File: config.mk
export PLATFORM = sky130hd
export DESIGN_NAME = uart_tx
export DESIGN_NICKNAME = d
export VERILOG_FILES = /design/src/rtl/uart_pkg.sv /design/src/rtl/uart_fifo.sv /design/src/rtl/uart_tx.sv
export SDC_FILE = /design/constraint.sdc
export NUM_CORES = 1
export LEC_CHECK = 0
export ABC_AREA = 0
export ABC_CLOCK_PERIOD_IN_PS = 4500
export CELL_PAD_IN_SITES_DETAIL_PLACEMENT = 1
export CELL_PAD_IN_SITES_GLOBAL_PLACEMENT = 1
export CORE_MARGIN = 2
export CORE_UTILIZATION = 35
export DETAILED_ROUTE_END_ITERATION = 6
export GPL_ROUTABILITY_DRIVEN = 0
export PLACE_DENSITY_LB_ADDON = 0.2
export SYNTH_ARGS = -nofsm -noshare
export SYNTH_HDL_FRONTEND = slang
export SYNTH_HIERARCHICAL = 1
export SYNTH_SLANG_ARGS = --single-unit
File: constraint.sdc
create_clock -name clk -period 4.5 [get_ports clk]
set_input_delay 1.35 -clock clk [delete_from_list [all_inputs] [get_ports clk]]
set_output_delay 1.35 -clock clk [all_outputs]
set_load 0.01 [all_outputs]
File: src/rtl/uart_pkg.sv
// Shared UART definitions: transmitter FSM states, frame data width and the
// bit-period helper used by both the transmitter and the receiver, so the two
// sides always agree on bit timing.
package uart_pkg;

  localparam int DATA_BITS = 8;

  typedef enum logic [1:0] {
    s_idle,
    s_start_bit,
    s_data,
    s_stop_bit
  } tx_state_t;

  // One bit period in clocks for a given half-bit count.
  function automatic int bit_period(input int half);
    return 2 * half;
  endfunction

endpackage

File: src/rtl/uart_fifo.sv
// Synchronous FIFO with first-word-fall-through read.
// Ports:
//   clk, reset     : clock, synchronous active-high reset (pointers/count only)
//   push, wdata    : write request and data; ignored while full
//   pop, rdata     : read request and head-of-queue data (valid when !empty)
//   count          : number of stored entries, one bit wider than the pointers
//   full, empty    : occupancy flags derived from count
module uart_fifo #(
  parameter int WIDTH = 8,
  parameter int DEPTH = 4
) (
  input  logic                       clk,
  input  logic                       reset,
  input  logic                       push,
  input  logic [WIDTH-1:0]           wdata,
  input  logic                       pop,
  output logic [WIDTH-1:0]           rdata,
  output logic [$clog2(DEPTH):0]     count,
  output logic                       full,
  output logic                       empty
);

  localparam int AW = $clog2(DEPTH);
  localparam int CW = AW + 1;

  logic [WIDTH-1:0] mem [DEPTH];
  logic [AW-1:0]    wr_ptr;
  logic [AW-1:0]    rd_ptr;
  logic             do_push;
  logic             do_pop;

  assign full    = (count == CW'(DEPTH));
  assign empty   = (count == '0);
  assign do_push = push & ~full;
  assign do_pop  = pop & ~empty;
  assign rdata   = mem[rd_ptr];

  // Pointers wrap naturally because DEPTH is a power of two.
  always_ff @(posedge clk) begin
    if (reset) begin
      wr_ptr <= '0;
      rd_ptr <= '0;
      count  <= '0;
    end else begin
      if (do_push) wr_ptr <= wr_ptr + 1'b1;
      if (do_pop)  rd_ptr <= rd_ptr + 1'b1;
      case ({do_push, do_pop})
        2'b10:   count <= count + 1'b1;
        2'b01:   count <= count - 1'b1;
        default: count <= count;
      endcase
    end
  end

  // Storage carries data only; it needs no reset.
  always_ff @(posedge clk) begin
    if (do_push) mem[wr_ptr] <= wdata;
  end

endmodule

File: src/rtl/uart_tx.sv
// UART transmitter, 8N1, LSB first, with a byte FIFO in front of the shifter.
// Ports:
//   clk, reset   : clock, synchronous active-high reset
//   sdata        : byte offered by the producer
//   sdata_valid  : producer offers sdata this cycle
//   sdata_ready  : FIFO can accept (registered, no path from sdata_valid)
//   txd          : registered serial output, idle high
//   busy         : FIFO non-empty or a frame in progress
//   fifo_count   : bytes queued, excluding the byte being shifted
module uart_tx
  import uart_pkg::*;
#(
  parameter int CLK_PER_HALF_BIT = 5208,
  parameter int FIFO_DEPTH       = 4
) (
  input  logic                          clk,
  input  logic                          reset,
  input  logic [7:0]                    sdata,
  input  logic                          sdata_valid,
  output logic                          sdata_ready,
  output logic                          txd,
  output logic                          busy,
  output logic [$clog2(FIFO_DEPTH):0]   fifo_count
);

  localparam int BP = bit_period(CLK_PER_HALF_BIT);
  localparam int CW = $clog2(BP);
  localparam logic [CW-1:0] CNT_LAST = CW'(BP - 1);
  localparam logic [2:0]    IDX_LAST = 3'(DATA_BITS - 1);

  tx_state_t      state, state_n;
  logic [CW-1:0]  cnt, cnt_n;
  logic [2:0]     idx, idx_n;
  logic [7:0]     shift, shift_n;
  logic           txd_n;
  logic           pop;
  logic           push;
  logic           bit_end;
  logic [7:0]     fifo_rdata;
  logic           fifo_full;
  logic           fifo_empty;

  assign sdata_ready = ~fifo_full;
  assign push        = sdata_valid & sdata_ready & ~reset;
  assign busy        = (state != s_idle) | (fifo_count != '0);
  assign bit_end     = (cnt == CNT_LAST);

  uart_fifo #(
    .WIDTH (8),
    .DEPTH (FIFO_DEPTH)
  ) u_fifo (
    .clk   (clk),
    .reset (reset),
    .push  (push),
    .wdata (sdata),
    .pop   (pop),
    .rdata (fifo_rdata),
    .count (fifo_count),
    .full  (fifo_full),
    .empty (fifo_empty)
  );

  always_ff @(posedge clk) begin
    if (reset) begin
      state <= s_idle;
      txd   <= 1'b1;
      cnt   <= '0;
      idx   <= '0;
    end else begin
      state <= state_n;
      txd   <= txd_n;
      cnt   <= cnt_n;
      idx   <= idx_n;
    end
  end

  always_ff @(posedge clk) begin
    shift <= shift_n;
  end

  always_comb begin
    state_n = state;
    cnt_n   = bit_end ? '0 : cnt + 1'b1;
    idx_n   = idx;
    shift_n = shift;
    txd_n   = txd;
    pop     = 1'b0;
    case (state)
      s_idle: begin
        txd_n = 1'b1;
        cnt_n = '0;
        if (!fifo_empty) begin
          pop     = 1'b1;
          shift_n = fifo_rdata;
          txd_n   = 1'b0;
          state_n = s_start_bit;
        end
      end
      s_start_bit: begin
        if (bit_end) begin
          txd_n   = shift[0];
          idx_n   = '0;
          state_n = s_data;
        end
      end
      s_data: begin
        if (bit_end) begin
          shift_n = shift >> 1;
          idx_n   = idx + 1'b1;
          if (idx == IDX_LAST) begin
            txd_n   = 1'b1;
            state_n = s_stop_bit;
          end else begin
            // The next data bit is what becomes shift[0] after this shift.
            txd_n = shift[1];
          end
        end
      end
      s_stop_bit: begin
        if (bit_end) begin
          // Chain straight into the next start bit so frames sit back to back.
          if (!fifo_empty) begin
            pop     = 1'b1;
            shift_n = fifo_rdata;
            txd_n   = 1'b0;
            state_n = s_start_bit;
          end else begin
            txd_n   = 1'b1;
            state_n = s_idle;
          end
        end
      end
      default: begin
        txd_n   = 1'b1;
        state_n = s_idle;
      end
    endcase
  end

endmodule

# Yosys cells after proc, flatten, opt, wreduce, memory -nomap -nowiden
# Memory sizes are Yosys's and may differ from the RTL's. A register that Yosys moved wholly into a read port is not among the register bits.
# Cells that the tools add are included.
[word_totals]
register_bits = 35
ramBits = 32
inputBits = 11
out_inout_bits = 6
memories = 1
[op_classes]
n_addsub = 6
n_eq_ne = 13
n_mux = 28
n_bitwise = 8
reduce_logical = 12
[memory_table]
columns = ["memory", "words", "width", "rd", "rd_ports_with_merged_regs", "wr", "line", "text"]
rows = [
  ["u_fifo.mem", 4, 8, 1, 1, 1, "uart_fifo.sv:26", "logic [WIDTH-1:0] mem [DEPTH];"],
]
[op_table]
columns = ["cell", "n"]
rows = [
  ["$mux W8", 3],
  ["$pmux W8 S3", 1],
  ["$add A14 B1 Y14 const B", 1],
  ["$eq A14 B14 Y1 const B", 1],
  ["$mux W2", 7],
  ["$pmux W3 S2", 2],
  ["$mux W1", 10],
  ["$ne A2 B2 Y1 const B", 5],
  ["$reduce_and A3 Y1", 3],
  ["$pmux W2 S4", 1],
  ["$add A3 B1 Y3 const B", 2],
  ["$eq A2 B2 Y1 const B", 3],
  ["$eq A3 B3 Y1 const B", 2],
  ["$mux W3", 2],
  ["$reduce_bool A2 Y1", 3],
  ["$reduce_bool A3 Y1", 2],
  ["$reduce_and A5 Y1", 1],
  ["$add A2 B1 Y2 const B", 2],
  ["$and A1 B1 Y1", 4],
  ["$eq A2 B1 Y1 const B", 2],
  ["$pmux W1 S4", 1],
  ["$logic_not A3 Y1", 1],
  ["$not A1 Y1", 3],
  ["$reduce_or A3 Y1", 1],
  ["other kinds (4)", 4],
]

# Logic depth before layout (Yosys ltp)
# Gate-level depths: netlist of run 1.
[depth]
word_depth = 7
depth_mapped = 13

# Cells and area by module
# Netlist of run 1, hierarchy kept.
[by_module_without_submodules]
columns = ["mod", "n_inst", "cells_per_inst", "area_each_um2", "seq_area_each_um2"]
rows = [
  ["uart_fifo", 1, 96, 1630.3, 1141.1],
  ["uart_tx", 1, 142, 1411.4, 640.6],
]

# Worst setup path before layout of run 1
# Ideal clock, no wire load.
[synth_timing]
path_type = "input-to-reg"
from = "input sdata_valid"
to = "register u_fifo.count[2]"
arrival_time_ps = 2831
required_time_ps = 4430
setup_slack_ps = 1599
stages = 10
path_cell_list = "nor3b_1 -> inv_1 -> nor2_1 -> inv_1 -> ha_1 -> inv_1 -> fa_1 -> xor2_1 -> or3_1 -> a21oi_1"
[synth_between]
elab_chain_len = 5
elab_cells_between_ends = 7
cone_classes = "eq/ne (2); mux (1); bitwise (3); reduce/logical (1)"
[synth_lines]
columns = ["element", "line", "text"]
rows = [
  ["start, declared", "uart_tx.sv:19", "input logic sdata_valid,"],
  ["$and A1 B1 Y1 (*) (2 in a row)", "uart_tx.sv:44", "assign push = sdata_valid & sdata_ready & ~reset;"],
  ["$and A1 B1 Y1 (*)", "uart_fifo.sv:34", "assign do_push = push & ~full;"],
  ["$eq A2 B1 Y1 / $eq A2 B2 Y1 (equally long branches)", "uart_fifo.sv:47", "case ({do_push, do_pop})"],
  ["$pmux W3 S2 / $reduce_bool A2 Y1 (equally long branches)", "--", ""],
  ["end signal, assigned", "uart_fifo.sv:48", "2'b10: count <= count + 1'b1;"],
  ["end signal, assigned", "uart_fifo.sv:49", "2'b01: count <= count - 1'b1;"],
  ["end signal, assigned", "uart_fifo.sv:50", "default: count <= count;"],
  ["end, declared", "uart_fifo.sv:18", "output logic [$clog2(DEPTH):0] count,"],
]
# Mark *: on every way between the ends. The rest lies on a longest branch, timed or not.
# A chain may end at the register's enable or synchronous reset.

# Worst setup path after layout of run 1
[layout_timing]
from = "register state[0]"
to = "output busy"
[layout_between]
elab_chain_len = 2
[layout_lines]
columns = ["element", "line", "text"]
rows = [
  ["start, declared", "uart_tx.sv:31", "tx_state_t state, state_n;"],
  ["start signal, assigned", "uart_tx.sv:65", "state <= s_idle;"],
  ["start signal, assigned", "uart_tx.sv:70", "state <= state_n;"],
  ["$reduce_bool A2 Y1", "uart_tx.sv:45", "assign busy = (state != s_idle) | (fifo_count != '0);"],
  ["$or A1 B1 Y1", "uart_tx.sv:45", ""],
  ["end, declared", "uart_tx.sv:22", "output logic busy,"],
]
# No other way between the ends.

==> run summary, run 1 <==
The run finished with clean final reports. The cell sitting at the root of the clock tree is a sky130_fd_sc_hd__clkbuf_8. The distinct cell type count of the synthesized netlist was 45; the number of flops mapped to enable cells by yosys was 40. Detailed placement finished with a half-perimeter wire length of 3.86 mm. The tools report the number of setup violations in the final report as 0. Transition time of the tightest slew-check pin: 1.01 ns. The area overhead of the layout relative to synthesis came out at 15.0%. The number of inserted filler cells in the final layout is 921, and the die footprint is 9450 µm². Number of input and output port buffers inserted: 16. Of all nets on the critical path, the largest fanout is 6.

The arrival time of data at the critical path endpoint was 2.23 ns. The tools report the initial antenna violation count as 0. The worst setup path is launched from a flop. 0 antenna diodes ended up in the layout. Dividing the detail-routed wire length by the instance count gives 14.8 µm. Detailed routing inserted a total of 1848 vias. The core region is 8590 µm². The layout net count came out at 285.

Derived from the worst setup path, the maximum achievable clock frequency is 0.279 GHz. Synthesis inferred 69 register bits. The shortest clock period the worst path allows after layout is 3.58 ns, and the final clock period utilization by the worst path is 79.6%. VDD sags by at most 0.207 mV. The number of buffers and inverters on the critical path is 2.

The later pin in the worst-skew pair is clocked with a latency of 0.35 ns. STA puts the critical path data required time at 3.15 ns. Clock-pin slew was measured on the worst setup and hold paths at 0.08 ns. The tools report the number of global-route vias before repair as 1891. For the synthesized area, the log shows 3040 µm². In the final timing run, aggregate negative setup slack is 0 ns. For the number of max-slew violations in the final report, the log shows 0.

The logs give 0 for the final hold violation count and 12.7% for the global router's overall resource usage. The run gives 0.481 ns as the worst hold slack. The logs give 0 for the number of hold buffers added after cts and 69 for the TritonCTS sink count.

The total overflow left after global routing is 0. For this block, the initial DRC count from the detailed router was 91. The detail route stage leaves a number of antenna-violating nets equal to 0. Kind of path behind the tightest hold check: reg -> reg. The largest net degree at the start of global routing is 16, and the number of buffers on the longest clock path is 2. The number of setup buffers added after CTS is 0.

The die extent in x was 97.2 µm. The top cell family by delay on the critical path is buffers and inverters. For this block, the routed nets add up to 5.50 mm of wire. The Yosys step of the flow raised 6 warnings.

The number of nets handed over by synthesis was 264. For the number of gates given a new drive strength after cts, the log shows 0. After detailed routing, the number of vias per cell comes to 4.97. The worst relative slew slack was 32.1%; the ratio of cells with drive above 1 in the final layout was 12.5%. The tools report the count of boundary I/O pins as 17. On the final layout, the worst clock skew is 0.00602 ns. For the number of detailed-routing iterations run before antenna repair, the log shows 5. For this configuration, the core starts out at a cell density of 35.4%. In this design, the stage delay of the slowest critical-path cell is 0.59 ns. The leakage dissipation was 1.20 nW; the share of flip-flops with an asynchronous set or reset after synthesis was 0%. The multi-input combinational cells in the finished layout cover a total of 1170 µm².

Setup repair after global routing left no endpoint under its margin. The number of clock buffers added by TritonCTS is 9. The slowest stage of the critical path belongs to the cell sky130_fd_sc_hd__or4b_2. The deepest level of the CTS H-tree came out at 3. Leading register cell type out of synthesis: sky130_fd_sc_hd__edfxtp_1.

Summing the sequential cell areas from Yosys gives 58.6% of the chip area. The critical path goes through inv_1, ha_1, or4b_2, clkdlybuf4s50_1. The worst setup path is of the reg -> out kind. The die is 97.2 µm tall.

Global-route wire length before repair: 9.38 mm. The number of remaining DRC errors was 0. STA classifies the critical path endpoint as an output pin. The synthesized netlist cell count was 238. TritonCTS built the clock tree. The mean cell area of the mapped netlist works out to 12.8 µm². Summing all flip-flop and latch instances after layout gives 1780 µm². Row generation in the floorplan step produced 34 rows. Reported max-cap violation count: 0. Dividing total power by cell area gives a power density of 453 nW/µm².
layout make-up:
cell class / instances / area share (%)
Sequential cell: 69 / 50.9
Multi-Input combinational cell: 147 / 33.6
Timing Repair Buffer: 17 / 4.79
Tap cell: 108 / 3.86
Clock buffer: 9 / 3.54
Clock inverter: 7 / 1.68
Inverter: 15 / 1.61
stage by stage:
stage / worst slack [ns] / instances / cell area, µm² / util, % / power [W]
floorplan: 1.60 / 238 / 3040 / - / 0.00103
finish: 0.918 / 372 / 3500 / 40.7 / 0.00158
detailed placement: 0.972 / 356 / 3310 / 38.6 / 0.00114
global route: 0.811 / 372 / 3500 / 40.7 / 0.00169
global placement: 1.05 / 356 / 3310 / 38.6 / 0.00114
CTS: 0.882 / 372 / 3500 / 40.7 / 0.00162
per-layer routing:
| metal | wire (µm) | global-route usage, % | vias to the layer above |
|---|---|---|---|
| met2 | 2690 | 20.6 | 22 |
| met5 | 0 | 0 | - |
| met1 | 2570 | 15.9 | 904 |
| met4 | 66 | 4.49 | 0 |
| li1 | - | - | 915 |
| met3 | 172 | 4.53 | 7 |
cells by family (layout without fill, tap and decap cells):
group                      after synthesis  count (layout)  synth area share [%]
and+or+nand+nor                         75              75                  13.8
DFF                                     69              69                  58.6
AOI/OAI and AO/OA                       32              32                  7.36
buffers and inverters                   22              48                  2.84
adders and majority gates               15              15                  6.42
xor gates and xnor gates                14              14                  4.03
muxes                                   11              11                  6.95
path summary, 6_finish.rpt:
check / slack (ns) / end / start / cells after the start
setup / recovery: 0.92 / busy / state[0] / 4
hold / removal: 0.48 / txd / txd / 1
setup reg to reg: 1.17 / u_fifo/count[2] / cnt[0] / 13
hold reg to reg: 0.48 / txd / txd / 1
state kept, by name (all words and copies together) (netlist names), named ones only:
register / cells
cnt: 14
idx: 3
shift: 8
state: 2
txd: 1
u_fifo/count: 3
u_fifo/mem: 32
u_fifo/rd_ptr: 2
u_fifo/wr_ptr: 2
cells in the final DEF, fill, tap and decap left out, types with 9 or more instances in the layout:
| cell | netlist | final |
|---|---|---|
| sky130_fd_sc_hd__clkbuf_8 | 0 | 9 |
| sky130_fd_sc_hd__clkdlybuf4s50_1 | 0 | 16 |
| sky130_fd_sc_hd__dfxtp_1 | 29 | 29 |
| sky130_fd_sc_hd__edfxtp_1 | 40 | 40 |
| sky130_fd_sc_hd__ha_1 | 14 | 14 |
| sky130_fd_sc_hd__inv_1 | 15 | 15 |
| sky130_fd_sc_hd__nand2_1 | 9 | 9 |
| sky130_fd_sc_hd__nor2_1 | 24 | 24 |
| sky130_fd_sc_hd__o21ai_0 | 9 | 9 |
| sky130_fd_sc_hd__xor2_1 | 9 | 9 |
power by group:
part | switching, W | leakage, nW | internal [W]
Clock | 0.000256 | 0.0921 | 0.000208
Combinational | 0.000176 | 0.510 | 0.000152
Sequential | 0.0000469 | 0.603 | 0.000745
Total | 0.000479 | 1.20 | 0.00111
cells in the mapped netlist, types with 2 or more instances:
| cell | count | area share (%) |
|---|---|---|
| sky130_fd_sc_hd__o21ai_0 | 9 | 1.5 |
| sky130_fd_sc_hd__a22o_1 | 8 | 2.3 |
| sky130_fd_sc_hd__dfxtp_1 | 29 | 19 |
| sky130_fd_sc_hd__nand2_1 | 9 | 1.1 |
| sky130_fd_sc_hd__nor3_1 | 2 | 0.33 |
| sky130_fd_sc_hd__nor4_1 | 4 | 0.82 |
| sky130_fd_sc_hd__buf_2 | 3 | 0.49 |
| sky130_fd_sc_hd__nand2b_1 | 2 | 0.41 |
| sky130_fd_sc_hd__ha_1 | 14 | 5.8 |
| sky130_fd_sc_hd__a21oi_1 | 8 | 1.3 |
| sky130_fd_sc_hd__inv_1 | 15 | 1.9 |
| sky130_fd_sc_hd__mux2i_1 | 2 | 0.66 |
| sky130_fd_sc_hd__nor3b_1 | 2 | 0.49 |
| sky130_fd_sc_hd__nor2_1 | 24 | 3.0 |
| sky130_fd_sc_hd__a211oi_1 | 2 | 0.49 |
| sky130_fd_sc_hd__nand4_1 | 2 | 0.41 |
| sky130_fd_sc_hd__clkbuf_1 | 2 | 0.25 |
| sky130_fd_sc_hd__buf_1 | 2 | 0.25 |
| sky130_fd_sc_hd__or3_1 | 5 | 1.0 |
| sky130_fd_sc_hd__nand3_1 | 8 | 1.3 |
| sky130_fd_sc_hd__xor2_1 | 9 | 2.6 |
| sky130_fd_sc_hd__xnor2_1 | 5 | 1.4 |
| sky130_fd_sc_hd__edfxtp_1 | 40 | 39 |
| sky130_fd_sc_hd__mux4_2 | 8 | 5.9 |
| sky130_fd_sc_hd__and2_1 | 4 | 0.82 |
(Power assumes the default switching activity.)
==> inputs of run 2 (changes only) <==
Settings changed: ABC_CLOCK_PERIOD_IN_PS 4500 to 3300.
Clock period 4.5 ns to 3.3 ns, I/O delays scaled along.
==> run summary, run 2 (synthesis gave the netlist of run 1 again) <==
The run finished with clean final reports. The number of setup violations in the final report is 0 (unchanged), and the final hold violation count is 0 (unchanged). The global-route wire length before repair is 9.94 mm (was 9.38 mm), and the final clock period utilization by the worst path is 95.1%.

TritonCTS sink count: 69 (unchanged). The leakage dissipation was 1.23 nW (was 1.20 nW). The arrival time of data at the critical path endpoint was 2.15 ns (was 2.23 ns). The ratio of cells with drive above 1 in the final layout came out at 15.3% (was 12.5%).

The startpoint class of the critical path is a flop (unchanged). Most used cells in the layout excluding fill and tap cells: 40 x sky130_fd_sc_hd__edfxtp_1, 29 x sky130_fd_sc_hd__dfxtp_1, 24 x sky130_fd_sc_hd__nor2_1 (unchanged). The floorplan row count was 34 (unchanged).

The initial standard-cell utilization of the core was 35.4% (unchanged); the switching power of the nets was 0.000685 W (was 0.000479 W). The transition time of the tightest slew-check pin was 0.657 ns (was 1.01 ns). The deepest level of the CTS H-tree was 3 (unchanged). The maximum fanout along the worst path is 6 (unchanged), and the number of buffers on the longest clock path is 2 (unchanged). The detailed-route via count was 1917 (was 1848). The standard cell core area was 8590 µm² (unchanged); the average wire per standard cell was 15.3 µm (was 14.8 µm). The logs give 0 (unchanged) for the number of nets with antenna violations after detailed routing and 2031 (was 1891) for the number of global-route vias before repair.

The number of detailed-routing iterations run before antenna repair was 4 (was 5). The smallest clock period supported by the final layout is computed as 3.14 ns. The tools report the number of max-slew violations in the final report as 0 (unchanged). Setup repair after global routing left no endpoint under its margin.

The upper clock frequency limit is 0.318 GHz. The count of boundary I/O pins came out at 17 (unchanged). The kind of path behind the tightest hold check is reg -> reg (unchanged).

Register ranked first by flip-flop count: u_fifo/mem (unchanged). For the initial antenna violation count, the log shows 0 (unchanged). The area overhead of the layout relative to synthesis works out to 16.9% (was 15.0%). The run gives 0 (unchanged) as the total global routing overflow. The tools report the global router's overall resource usage as 13.3% (was 12.7%). The startpoint of the tightest hold check path is cnt[0] (was txd). The die extent in x was 97.2 µm (unchanged); the final-layout setup total negative slack was 0 ns (unchanged). The first element of the critical path was state[0] (unchanged).

The sequential power share was 48.5% (was 50.0%). The number of remaining DRC errors is 0 (unchanged), and the number of hold buffers added after cts is 0 (unchanged). The logs give 9450 µm² (unchanged) for the die footprint and 0 (unchanged) for the post-CTS setup repair buffer count. Type of the setup path with the least slack: reg -> out (unchanged). TritonCTS built the clock tree. The flip-flop count of the largest register after layout is 32 (unchanged). The tools report the setup skew after layout as 0.00808 ns (was 0.00602 ns).

The utilization of the core after routing came out at 41.4% (was 40.7%). The die extent in y is 97.2 µm (unchanged), and the share of power burned in the clock network is 29.6% (was 29.3%). The number of input and output port buffers inserted was 16 (unchanged). The tools report the worst hold slack as 0.486 ns (was 0.481 ns).

The commonest non-fill, non-tap cell in the layout was sky130_fd_sc_hd__edfxtp_1 (unchanged). The logs give 5.74 mm (was 5.50 mm) for the wire length after detailed routing and 51 (was 91) for the violation count after the first detailed-routing iteration. The layout net count came out at 289 (was 285).

The proportion of power drawn by combinational gates came out at 21.8% (was 20.7%). Largest registers ranked by flip-flop count: u_fifo/mem (32), cnt (14), shift (8) (unchanged). The power density of the placed cells came out at 624 nW/µm² (was 453 nW/µm²).

The kind of end point of the critical path was an output pin (unchanged). The total inserted antenna cells is 0 (unchanged). The run gives 4.09 mm (was 3.86 mm) as the post-DP HPWL. Largest net degree at the start of global routing: 16 (unchanged).

The run gives 9 (unchanged) as the TritonCTS buffer count. The tools report the reported max-cap violation count as 0 (unchanged). The tools report the clock tree root buffer cell as sky130_fd_sc_hd__clkbuf_8 (unchanged).

The clock latency at the later pin of the worst-skew pair was 0.34 ns (was 0.35 ns); the switching part of the total power was 30.9% (was 30.2%). The design internal power came out at 0.00153 W (was 0.00111 W). The worst relative slew slack came out at 56.0% (was 32.1%). The origin of the critical flop-to-flop path is cnt[0] (unchanged).

The worst-case vdd ir drop was 0.289 mV (was 0.207 mV); the clock slew at the register clock pins of the worst setup and hold paths was 0.08 ns (about the same). The number of gates given a new drive strength after cts is 0 (unchanged). The post-detailed-route via-to-cell ratio works out to 5.10 (was 4.97). The worst path required time was 2.31 ns (was 3.15 ns).
==> run 2: critical path: stages (launching register included) <==
cell,delay (ns)
sky130_fd_sc_hd__dfxtp_1,0.38
sky130_fd_sc_hd__inv_2,0.12
sky130_fd_sc_hd__ha_2,0.22
sky130_fd_sc_hd__or4b_2,0.59
sky130_fd_sc_hd__clkdlybuf4s50_1,0.50
==> run 2: worst paths after layout <==
check,cells after the start,to,slack (ns)
hold / removal,1,cnt[0],0.49
hold reg to reg,1,cnt[0],0.49
setup / recovery,4,busy,0.16
setup reg to reg,13,u_fifo/count[2],0.38
==> run 2: power by group through the flow <==
| stage | clock network [W] | logic [W] | registers (W) |
|---|---|---|---|
| after CTS | 0.000685 | 0.000484 | 0.00108 |
| after global placement | 0 | 0.000479 | 0.00110 |
| after global routing | 0.000730 | 0.000546 | 0.00109 |
| after detailed placement | 0 | 0.000482 | 0.00110 |
| final | 0.000658 | 0.000484 | 0.00108 |
| after floorplan | 0 | 0.000335 | 0.00108 |
==> run 2: cell type report <==
class	instances	area, µm²
repair buffers	21	198
multi-input cells	147	1190
clock buffers	9	124
flip-flops and latches	69	1780
inverters	15	56.3
clock inverters	7	65.1
fillers	932	5040
well taps	108	135
==> run 2: layer usage <==
metal | share of wire, % | global-route usage [%] | vias up
met5 | 0 | 0 | -
met4 | 1.7 | 5.45 | 0
met3 | 2.2 | 3.24 | 10
met2 | 50 | 22.4 | 22
met1 | 46 | 16.5 | 959
li1 | - | - | 926
==> run 2: stage by stage <==
step	area (µm²)	setup WS, ns	power, W	std cells
finish	3550	0.160	0.00222	376
floorplan	3040	0.448	0.00141	238
global placement	3340	0.311	0.00158	360
global route	3550	0.0530	0.00237	376
CTS	3530	0.0369	0.00225	376
detailed placement	3340	0.215	0.00158	360
==> inputs of run 3 (changes only) <==
Settings changed: CORE_UTILIZATION 35 to 45, CTS_CLUSTER_SIZE from default to 12.
==> run summary, run 3 (synthesis gave the netlist of run 1 again) <==
The run finished with clean final reports. For the number of detailed-routing iterations run before antenna repair, the log shows 4 (unchanged). The post-place instance area is 3300 µm² (was 3340 µm²), and the number of setup violations in the final report is 0 (unchanged). TritonCTS built the clock tree. The ratio of cells with drive above 1 in the final layout was 14.6% (was 15.3%); the TritonCTS buffer count was 9 (unchanged). The type of the setup path with the least slack is reg -> out (unchanged). The deepest level of the CTS H-tree is 3 (unchanged).

Upper clock frequency limit: 0.313 GHz (was 0.318 GHz). The TritonCTS sink count is 69 (unchanged). Transition time of the tightest slew-check pin: 0.725 ns (was 0.657 ns). For the die footprint, the log shows 7430 µm² (was 9450 µm²). The logs give 21.1% (was 21.8%) for the proportion of power drawn by combinational gates and 4.04 mm (was 4.09 mm) for the post-DP HPWL.

The tools report the kind of end point of the critical path as an output pin (unchanged). Die extent in y: 86.2 µm (was 97.2 µm). The largest net degree at the start of global routing is 17 (was 16), and the flip-flop count of the largest register after layout is 32 (unchanged). Most used cells in the layout excluding fill and tap cells: 40 x sky130_fd_sc_hd__edfxtp_1, 29 x sky130_fd_sc_hd__dfxtp_1, 24 x sky130_fd_sc_hd__nor2_1 (unchanged). The register ranked first by flip-flop count was u_fifo/mem (unchanged). The run gives 29 (was 34) as the floorplan row count. For the total inserted antenna cells, the log shows 0 (unchanged). The violation count after the first detailed-routing iteration came out at 90 (was 51).

Largest registers ranked by flip-flop count: u_fifo/mem (32), cnt (14), shift (8) (unchanged). The area overhead of the layout relative to synthesis came out at 15.0% (was 16.9%). The run gives 30.4% (was 29.6%) as the share of power burned in the clock network. The total global routing overflow was 0 (unchanged). For the layout net count, the log shows 288 (was 289). The number of hold buffers added after cts came out at 0 (unchanged). The logs give 0 (unchanged) for the number of max-slew violations in the final report and 0 (unchanged) for the initial antenna violation count. The post-detailed-route via-to-cell ratio was 5.44 (was 5.10).

The clock slew at the register clock pins of the worst setup and hold paths is 0.09 ns (was 0.08 ns), and the utilization of the core after routing is 54.2% (was 41.4%). The shortest clock period the worst path allows after layout is 3.20 ns (was 3.14 ns). Final clock period utilization by the worst path: 97.0% (was 95.1%).

The arrival time of data at the critical path endpoint was 2.21 ns (was 2.15 ns); the power density of the placed cells was 638 nW/µm² (was 624 nW/µm²). For the clock latency at the later pin of the worst-skew pair, the log shows 0.35 ns (was 0.34 ns). The run gives 1887 (was 2031) as the number of global-route vias before repair. For the initial standard-cell utilization of the core, the log shows 47.1% (was 35.4%). Global-route wire length before repair: 9.38 mm (was 9.94 mm).

The run gives 344 (was 376) as the count of placed standard cells in the final layout, fillers left out. The number of input and output port buffers inserted is 16 (unchanged). The switching part of the total power is 31.2% (was 30.9%), and the worst hold slack is 0.478 ns (was 0.486 ns). The count of boundary I/O pins is 17 (unchanged), and the design internal power is 0.00154 W (was 0.00153 W). The tools report the standard cell core area as 6460 µm² (was 8590 µm²). The worst-case vdd ir drop is 0.317 mV (was 0.289 mV). Die extent in x: 86.2 µm (was 97.2 µm). The logs give 0 (unchanged) for the number of nets with antenna violations after detailed routing and 0.000696 W (was 0.000685 W) for the switching power of the nets. The detailed-route via count was 1870 (was 1917). The worst relative slew slack is 51.4% (was 56.0%). The reported max-cap violation count was 0 (unchanged).

The tools report the clock tree root buffer cell as sky130_fd_sc_hd__clkbuf_8 (unchanged). The average wire per standard cell came out at 16.3 µm (was 15.3 µm). Commonest non-fill, non-tap cell in the layout: sky130_fd_sc_hd__edfxtp_1 (unchanged). The startpoint class of the critical path is a flop (unchanged). Setup repair after global routing left no endpoint under its margin. The logs give 0 (unchanged) for the final hold violation count and 48.5% (about the same) for the sequential power share.

The setup skew after layout was 0.00698 ns (was 0.00808 ns); the maximum fanout along the worst path was 7 (was 6). The kind of path behind the tightest hold check is reg -> reg (unchanged). Number of remaining DRC errors: 0 (unchanged). The logs give 328 (was 360) for the total instance count after detailed placement and 5.61 mm (was 5.74 mm) for the wire length after detailed routing.

The tools report the leakage dissipation as 1.23 nW (about the same). For the final design instance area without fill, the log shows 3500 µm² (was 3550 µm²). The tools report the number of buffers on the longest clock path as 2 (unchanged). The final-layout setup total negative slack is 0 ns (unchanged). Global router's overall resource usage: 16.8% (was 13.3%). The slack of the worst reg-to-reg path is 0.37 ns (was 0.38 ns).

The worst path required time was 2.31 ns (about the same).
[run 3: repair_timing]
| item | 4_1_cts | 5_1_grt |
|---|---|---|
| gates resized for setup | 0 | 3 |
| setup endpoints to repair | 0 | 2 |
| buffers inserted | 0 | 0 |
| hold endpoints to repair | 0 | 0 |
[run 3: layer usage]
layer  up-vias  part of all wire, %  routed length (µm)  GRT usage, %
met1       922                   47                2620          21.3
met4         0                  1.2                  65          5.11
met2        17                   49                2750          27.3
li1        921                    -                   -             -
met5         -                    0                   0             0
met3        10                  2.9                 163          5.71
[run 3: worst paths after layout]
check,from,endpoint,depth (start not counted)
max,state[1],busy,4
min,cnt[0],cnt[0],1
max reg2reg,cnt[0],u_fifo/count[2],13
min reg2reg,cnt[0],cnt[0],1
[run 3: power by group through the flow]
stage | Clock, W | Sequential, W | Combinational [W]
4_1_cts | 0.000705 | 0.00109 | 0.000471
3_3_place_gp | 0 | 0.00110 | 0.000462
5_1_grt | 0.000736 | 0.00110 | 0.000526
3_5_place_dp | 0 | 0.00110 | 0.000470
2_1_floorplan | 0 | 0.00108 | 0.000335
6_report | 0.000680 | 0.00108 | 0.000471
[run 3: cell type report]
class	instances	area (µm²)
multi-input cells	147	1180
repair buffers	20	190
clock inverters	7	68.8
clock buffers	9	124
flip-flops and latches	69	1780
inverters	15	56.3
well taps	77	96.3
fillers	656	2960
[run 3: metrics by stage]
stage / worst slack (ns) / total power [W]
floorplan: 0.448 / 0.00141
global placement: 0.326 / 0.00156
detailed placement: 0.238 / 0.00157
CTS: 0.0305 / 0.00226
global route: 0.0147 / 0.00236
finish: 0.101 / 0.00223
[run 3: worst max-delay path, stage by stage (launching register included)]
cell	delay, ns
sky130_fd_sc_hd__dfxtp_1	0.38
sky130_fd_sc_hd__inv_1	0.16
sky130_fd_sc_hd__ha_2	0.24
sky130_fd_sc_hd__or4b_2	0.58
sky130_fd_sc_hd__clkdlybuf4s50_1	0.50
==> variant 1 (settings of run 1) <==
`FIFO_DEPTH`: 4 -> 2.
--- a/src/rtl/uart_tx.sv
+++ b/src/rtl/uart_tx.sv
@@ -11,7 +11,7 @@
   import uart_pkg::*;
 #(
   parameter int CLK_PER_HALF_BIT = 5208,
-  parameter int FIFO_DEPTH       = 4
+  parameter int FIFO_DEPTH       = 2
 ) (
   input  logic                          clk,
   input  logic                          reset,
Ports: changed (resized fifo_count); port bits go from 17 to 16. The function was not compared with the original's and may differ.
==> variant 1 against run 1 <==
Sequential cell count decreased by 20. Largest power group unchanged. Clock power decreased by 41%. Final area decreased by 28%. Power decreased by 24%. Wire length decreased by 17%. Worst setup slack improved by 460 ps. Synthesized area decreased by 27%. Global-route usage increased by 1.4 points. Worst hold slack improved by 7.9 ps.
==> variant 1: results (changes against run 1) <==
• finished, final reports clean — result of the run
• 0 — aggregate global routing overflow, unchanged
• sky130_fd_sc_hd__edfxtp_1 (33%), sky130_fd_sc_hd__dfxtp_1 (23%), sky130_fd_sc_hd__ha_1 (5.7%) — top cells by area in the synthesized netlist
• idx[1] — HP Start
• 232 — fin nets, -19%
• 55.3% — sequential cell area fraction in the yosys report, -3.2 points
• 0 — hold buffer count at cts, unchanged
• 15 — number of port buffers, -1
• 0% — Async S/R FF share, synth, unchanged
• 0.196 mV — Worst IR Drop VDD, -5.2%
• 4580 um — wirelength, routed, -17%
• 10.8% — fraction of final layout cells with drive strength greater than 1, -1.7 points
• sky130_fd_sc_hd__dfxtp_1 (25), sky130_fd_sc_hd__edfxtp_1 (24), sky130_fd_sc_hd__nor2_1 (23) — Post-synth top cells
• 6 — Synth Warn #, unchanged
• 0.894 nW — Leak, -26%
• 0 — Final Hold Violating Endpoints, unchanged
• buffers and inverters — category of cells accounting for the largest share of critical-path delay
• 90 ps — clock slew at reported path FFs
• 1770 ps — Arr. time, crit path, -460 ps
• 14.2% — aggregate global-route resource usage, +1.4 points
• 5 — TritonCTS buffer count, -4
• 37.8% — worst max-slew margin expressed relative to the limit, +5.7 points
• 18 — maximum number of pins on one net before global-route repair, +2
• u_fifo/mem (16), cnt (14), shift (8) — registers with the most flip-flops
• 24 — number of flops mapped to enable cells by yosys, -40%
• 215 — post-synthesis net count, -19%
• 0 — number of cells upsized or downsized after cts, unchanged
• 8.95 ps — setup skew after layout, +2.93 ps
• 530 ps — slowest cell delay on critical path, -60 ps
• 38 — distinct cell type count after synthesis, -16%
• 84 — Iteration-0 DRC Markers, -7.7%
• 4 — iteration count of the initial detailed-routing pass, -1
• 320 ps — latest clock arrival within the worst-skew pair, -30 ps
• 1587 — via count of the first global-routing pass, -16%
• 7780 um — first-pass GRT wire length, -17%
• sky130_fd_sc_hd__clkdlybuf4s50_1 — Crit-path slowest cell
• reg2reg — worst min-delay path class
• 2 — number of buffers on the longest clock path, unchanged
• 6 — top fanout value on the critical path, unchanged
• 0 — antenna violations before repair, unchanged
• 0.391 mW — Net Sw Power, -18%
• 1491 — via count, -19%
• 3420 um — HPWL Detailed, -12%
• 0 ps — Total Neg Setup Slack, unchanged
• 2 — H-tree levels, -1
==> variant 1: final cells by class <==
type | count | area (um^2)
inverters | 10 | 37.5
repair buffers | 15 | 150
flip-flops and latches | 49 | 1220
well taps | 75 | 93.8
clock buffers | 5 | 68.8
multi-input cells | 130 | 927
clock inverters | 3 | 25.0
fillers | 651 | 3470
==> variant 1: cells by family after synthesis <==
kind of cell,synth area share [%]
flip-flops,55.3
buffers and inverters,2.66
multiplexers,5.05
AO/OA/AOI/OAI,9.47
adder cells (fa/ha/maj),5.67
AND/OR/NAND/NOR,16.3
XOR/XNOR,5.56
==> variant 1: power groups by stage <==
stage | logic [mW] | clock network (mW) | registers [mW]
floorplan | 0.235 | 0 | 0.589
global route | 0.371 | 0.304 | 0.606
detailed placement | 0.335 | 0 | 0.605
global placement | 0.315 | 0 | 0.602
CTS | 0.333 | 0.285 | 0.598
finish | 0.328 | 0.275 | 0.597
==> variant 1: path summary, 6_finish.rpt <==
check | to | slack (ps) | cells after the start
worst max register to register | u_fifo/count[1] | 1630 | 9
worst min register to register | idx[1] | 490 | 1
worst min-delay path | idx[1] | 490 | 1
worst max-delay path | busy | 1380 | 4
==> variant 1: layer usage <==
metal,global-route usage (%),wire length [um],vias up,share of wire [%]
met5,0,0,-,0
met4,5.28,85,0,1.9
met3,3.88,153,8,3.3
met2,23.9,2340,27,51
met1,17.3,2000,721,44
li1,-,-,735,-
==> variant 1: stage by stage <==
| stage | cells | cell area (um^2) | worst slack (ps) | hold WS [ps] | utilization (%) |
|---|---|---|---|---|---|
| after global routing | 287 | 2520 | 1250 | 517 | 42.1 |
| after CTS | 287 | 2520 | 1340 | 493 | 42.1 |
| final | 287 | 2520 | 1380 | 489 | 42.1 |
| after detailed placement | 279 | 2430 | 1070 | 468 | 40.6 |
| after global placement | 279 | 2430 | 1120 | 453 | 40.6 |
| after floorplan | 194 | 2210 | 1950 | 437 | - |
==> variant 2 (flow settings as in run 1) <==
Without the edit above. Make the reset (`reset`) asynchronous in 2 clocked blocks. Comments in the files are not updated.
--- a/src/rtl/uart_fifo.sv
+++ b/src/rtl/uart_fifo.sv
@@ -36,7 +36,7 @@
   assign rdata   = mem[rd_ptr];
 
   // Pointers wrap naturally because DEPTH is a power of two.
-  always_ff @(posedge clk) begin
+  always_ff @(posedge clk or posedge reset) begin
     if (reset) begin
       wr_ptr <= '0;
       rd_ptr <= '0;
--- a/src/rtl/uart_tx.sv
+++ b/src/rtl/uart_tx.sv
@@ -60,7 +60,7 @@
     .empty (fifo_empty)
   );
 
-  always_ff @(posedge clk) begin
+  always_ff @(posedge clk or posedge reset) begin
     if (reset) begin
       state <= s_idle;
       txd   <= 1'b1;
Behaviour: differs if reset is asserted again (counterexample within 4 cycles, from zero or initial values and one cycle with reset high); with reset held inactive, the same outputs for 10 cycles.
==> variant 2 against run 1 <==
Power down 6.9%. Final area rose by 1.8%. Synthesized cell count down 8.8%. Wire length rose by 3.8%. Global-route usage grew 0.53 points. Highest routed layer unchanged. Sequential cell count fell by 2. Worst hold slack got worse by 12 ps. Largest power group unchanged. Non-clock buffer count unchanged. Worst setup slack worse by 72 ps. Combinational power down 30%. Sequential share of layout area increased by 1.8 points. Clock power rose by 4%. Synthesized area is 1.9% higher. Largest cell class unchanged.
==> variant 2: results (changes against run 1) <==
• finished, final reports clean — result of the run
• 13.3% — aggregate global-route resource usage, +0.53 points
• 5710 um — wirelength, routed, +3.8%
• state[1] — critical path launch point
• 8.49 ps — setup skew after layout, +2.47 ps
• 29.2% — switching share of power, -1.0 points
• 40.1% — worst max-slew margin expressed relative to the limit, +8.0 points
• 81.2% — share of the cycle needed by the critical path after routing, +1.6 points
• 9840 um — first-pass GRT wire length, +4.8%
• 0.230 mW — combinational power, -30%
• 1230 ps — minimum setup slack among reg-to-reg paths, +60 ps
• 1928 — via count of the first global-routing pass, +2.0%
• 336 — post-placement cell count, -5.6%
• 0 — count of inserted antenna diode cells, unchanged
• cnt[0] — HP Start
• sky130_fd_sc_hd__or4b_2 — Crit-path slowest cell
• 352 — post-route insts no fill, -5.4%
• 3370 um^2 — Cell Area, Placed, +1.7%
• cnt[9] — launch point of the worst reg-to-reg path
• 0.219 mV — Worst IR Drop VDD, +5.7%
• 17.2% — fraction of final layout cells with drive strength greater than 1, +4.7 points
• 217 — Mapped Cells, -8.8%
• 469 ps — worst hold slack after final layout, -11.7 ps
• 1.39 nW — Leak, +16%
• 243 — post-synthesis net count, -8.0%
• 0 — antenna violations before repair, unchanged
• 3 — H-tree levels, unchanged
• 0.762 mW — sequential power, -3.8%
• 2 — iteration count of the initial detailed-routing pass, -3
• buffers and inverters — category of cells accounting for the largest share of critical-path delay
• sky130_fd_sc_hd__edfxtp_1 (39%), sky130_fd_sc_hd__dfrtp_1 (21%), sky130_fd_sc_hd__mux4_2 (5.8%) — top cells by area in the synthesized netlist
• 7 — top fanout value on the critical path, +1
• 40 — number of flops mapped to enable cells by yosys, unchanged
• cnt[0] — Endpoint, Worst Hold
• sky130_fd_sc_hd__clkbuf_8 — clk root buf
• 40.3% — Async S/R FF share, synth, +40 points
• 4020 um — HPWL Detailed, +4.1%
• sky130_fd_sc_hd__edfxtp_1 — most used flip-flop cell after synthesis
• 1050 ps — DP Worst Slack, +81.0 ps
• 1733 — via count, -6.2%
• u_fifo/count[2] — terminus of the critical flop-to-flop path
• 1.48 mW — Total Power Consumption, -6.9%
• 41 — Iteration-0 DRC Markers, -55%
• sky130_fd_sc_hd__edfxtp_1 (40), sky130_fd_sc_hd__dfrtp_1 (26), sky130_fd_sc_hd__nor2_1 (21) — Post-synth top cells
• 11 — number of cells on the worst reg-to-reg path, -2
• 0 — number of post-CTS setup repair buffers, unchanged
• 60.6% — sequential cell area fraction in the yosys report, +2.0 points
• 265 — fin nets, -7.0%
• 2300 ps — Arr. time, crit path, +70 ps
• 610 ps — slowest cell delay on critical path, +20 ps
• 21 — maximum number of pins on one net before global-route repair, +5
• 46 — distinct cell type count after synthesis, +2.2%
-- variant 2: logic make-up (layout without fill, tap and decap cells) --
| logic type | after synthesis | after routing | share of synthesized area [%] |
|---|---|---|---|
| flops | 67 | 67 | 60.6 |
| mux | 14 | 14 | 8.15 |
| fa+ha+maj | 15 | 15 | 6.30 |
| compound gates | 21 | 21 | 5.45 |
| simple gates | 60 | 60 | 11.5 |
| xor+xnor | 18 | 18 | 5.08 |
| buf+inv | 22 | 49 | 2.95 |
-- variant 2: layout make-up --
type / count / area (um^2)
fill: 898 / 5070
sequential: 67 / 1880
multi-input combinational: 128 / 1130
timing repair buffer: 17 / 168
tap: 108 / 135
clock buffer: 9 / 124
clock inverter: 7 / 65.1
inverter: 16 / 60.1
-- variant 2: per-layer routing --
layer / up-vias / track usage (%) / share of wire (%)
li1: 834 / - / -
met1: 880 / 16.6 / 46
met2: 13 / 21.6 / 50
met3: 6 / 3.51 / 2.3
met4: 0 / 6.09 / 1.9
met5: - / 0 / 0
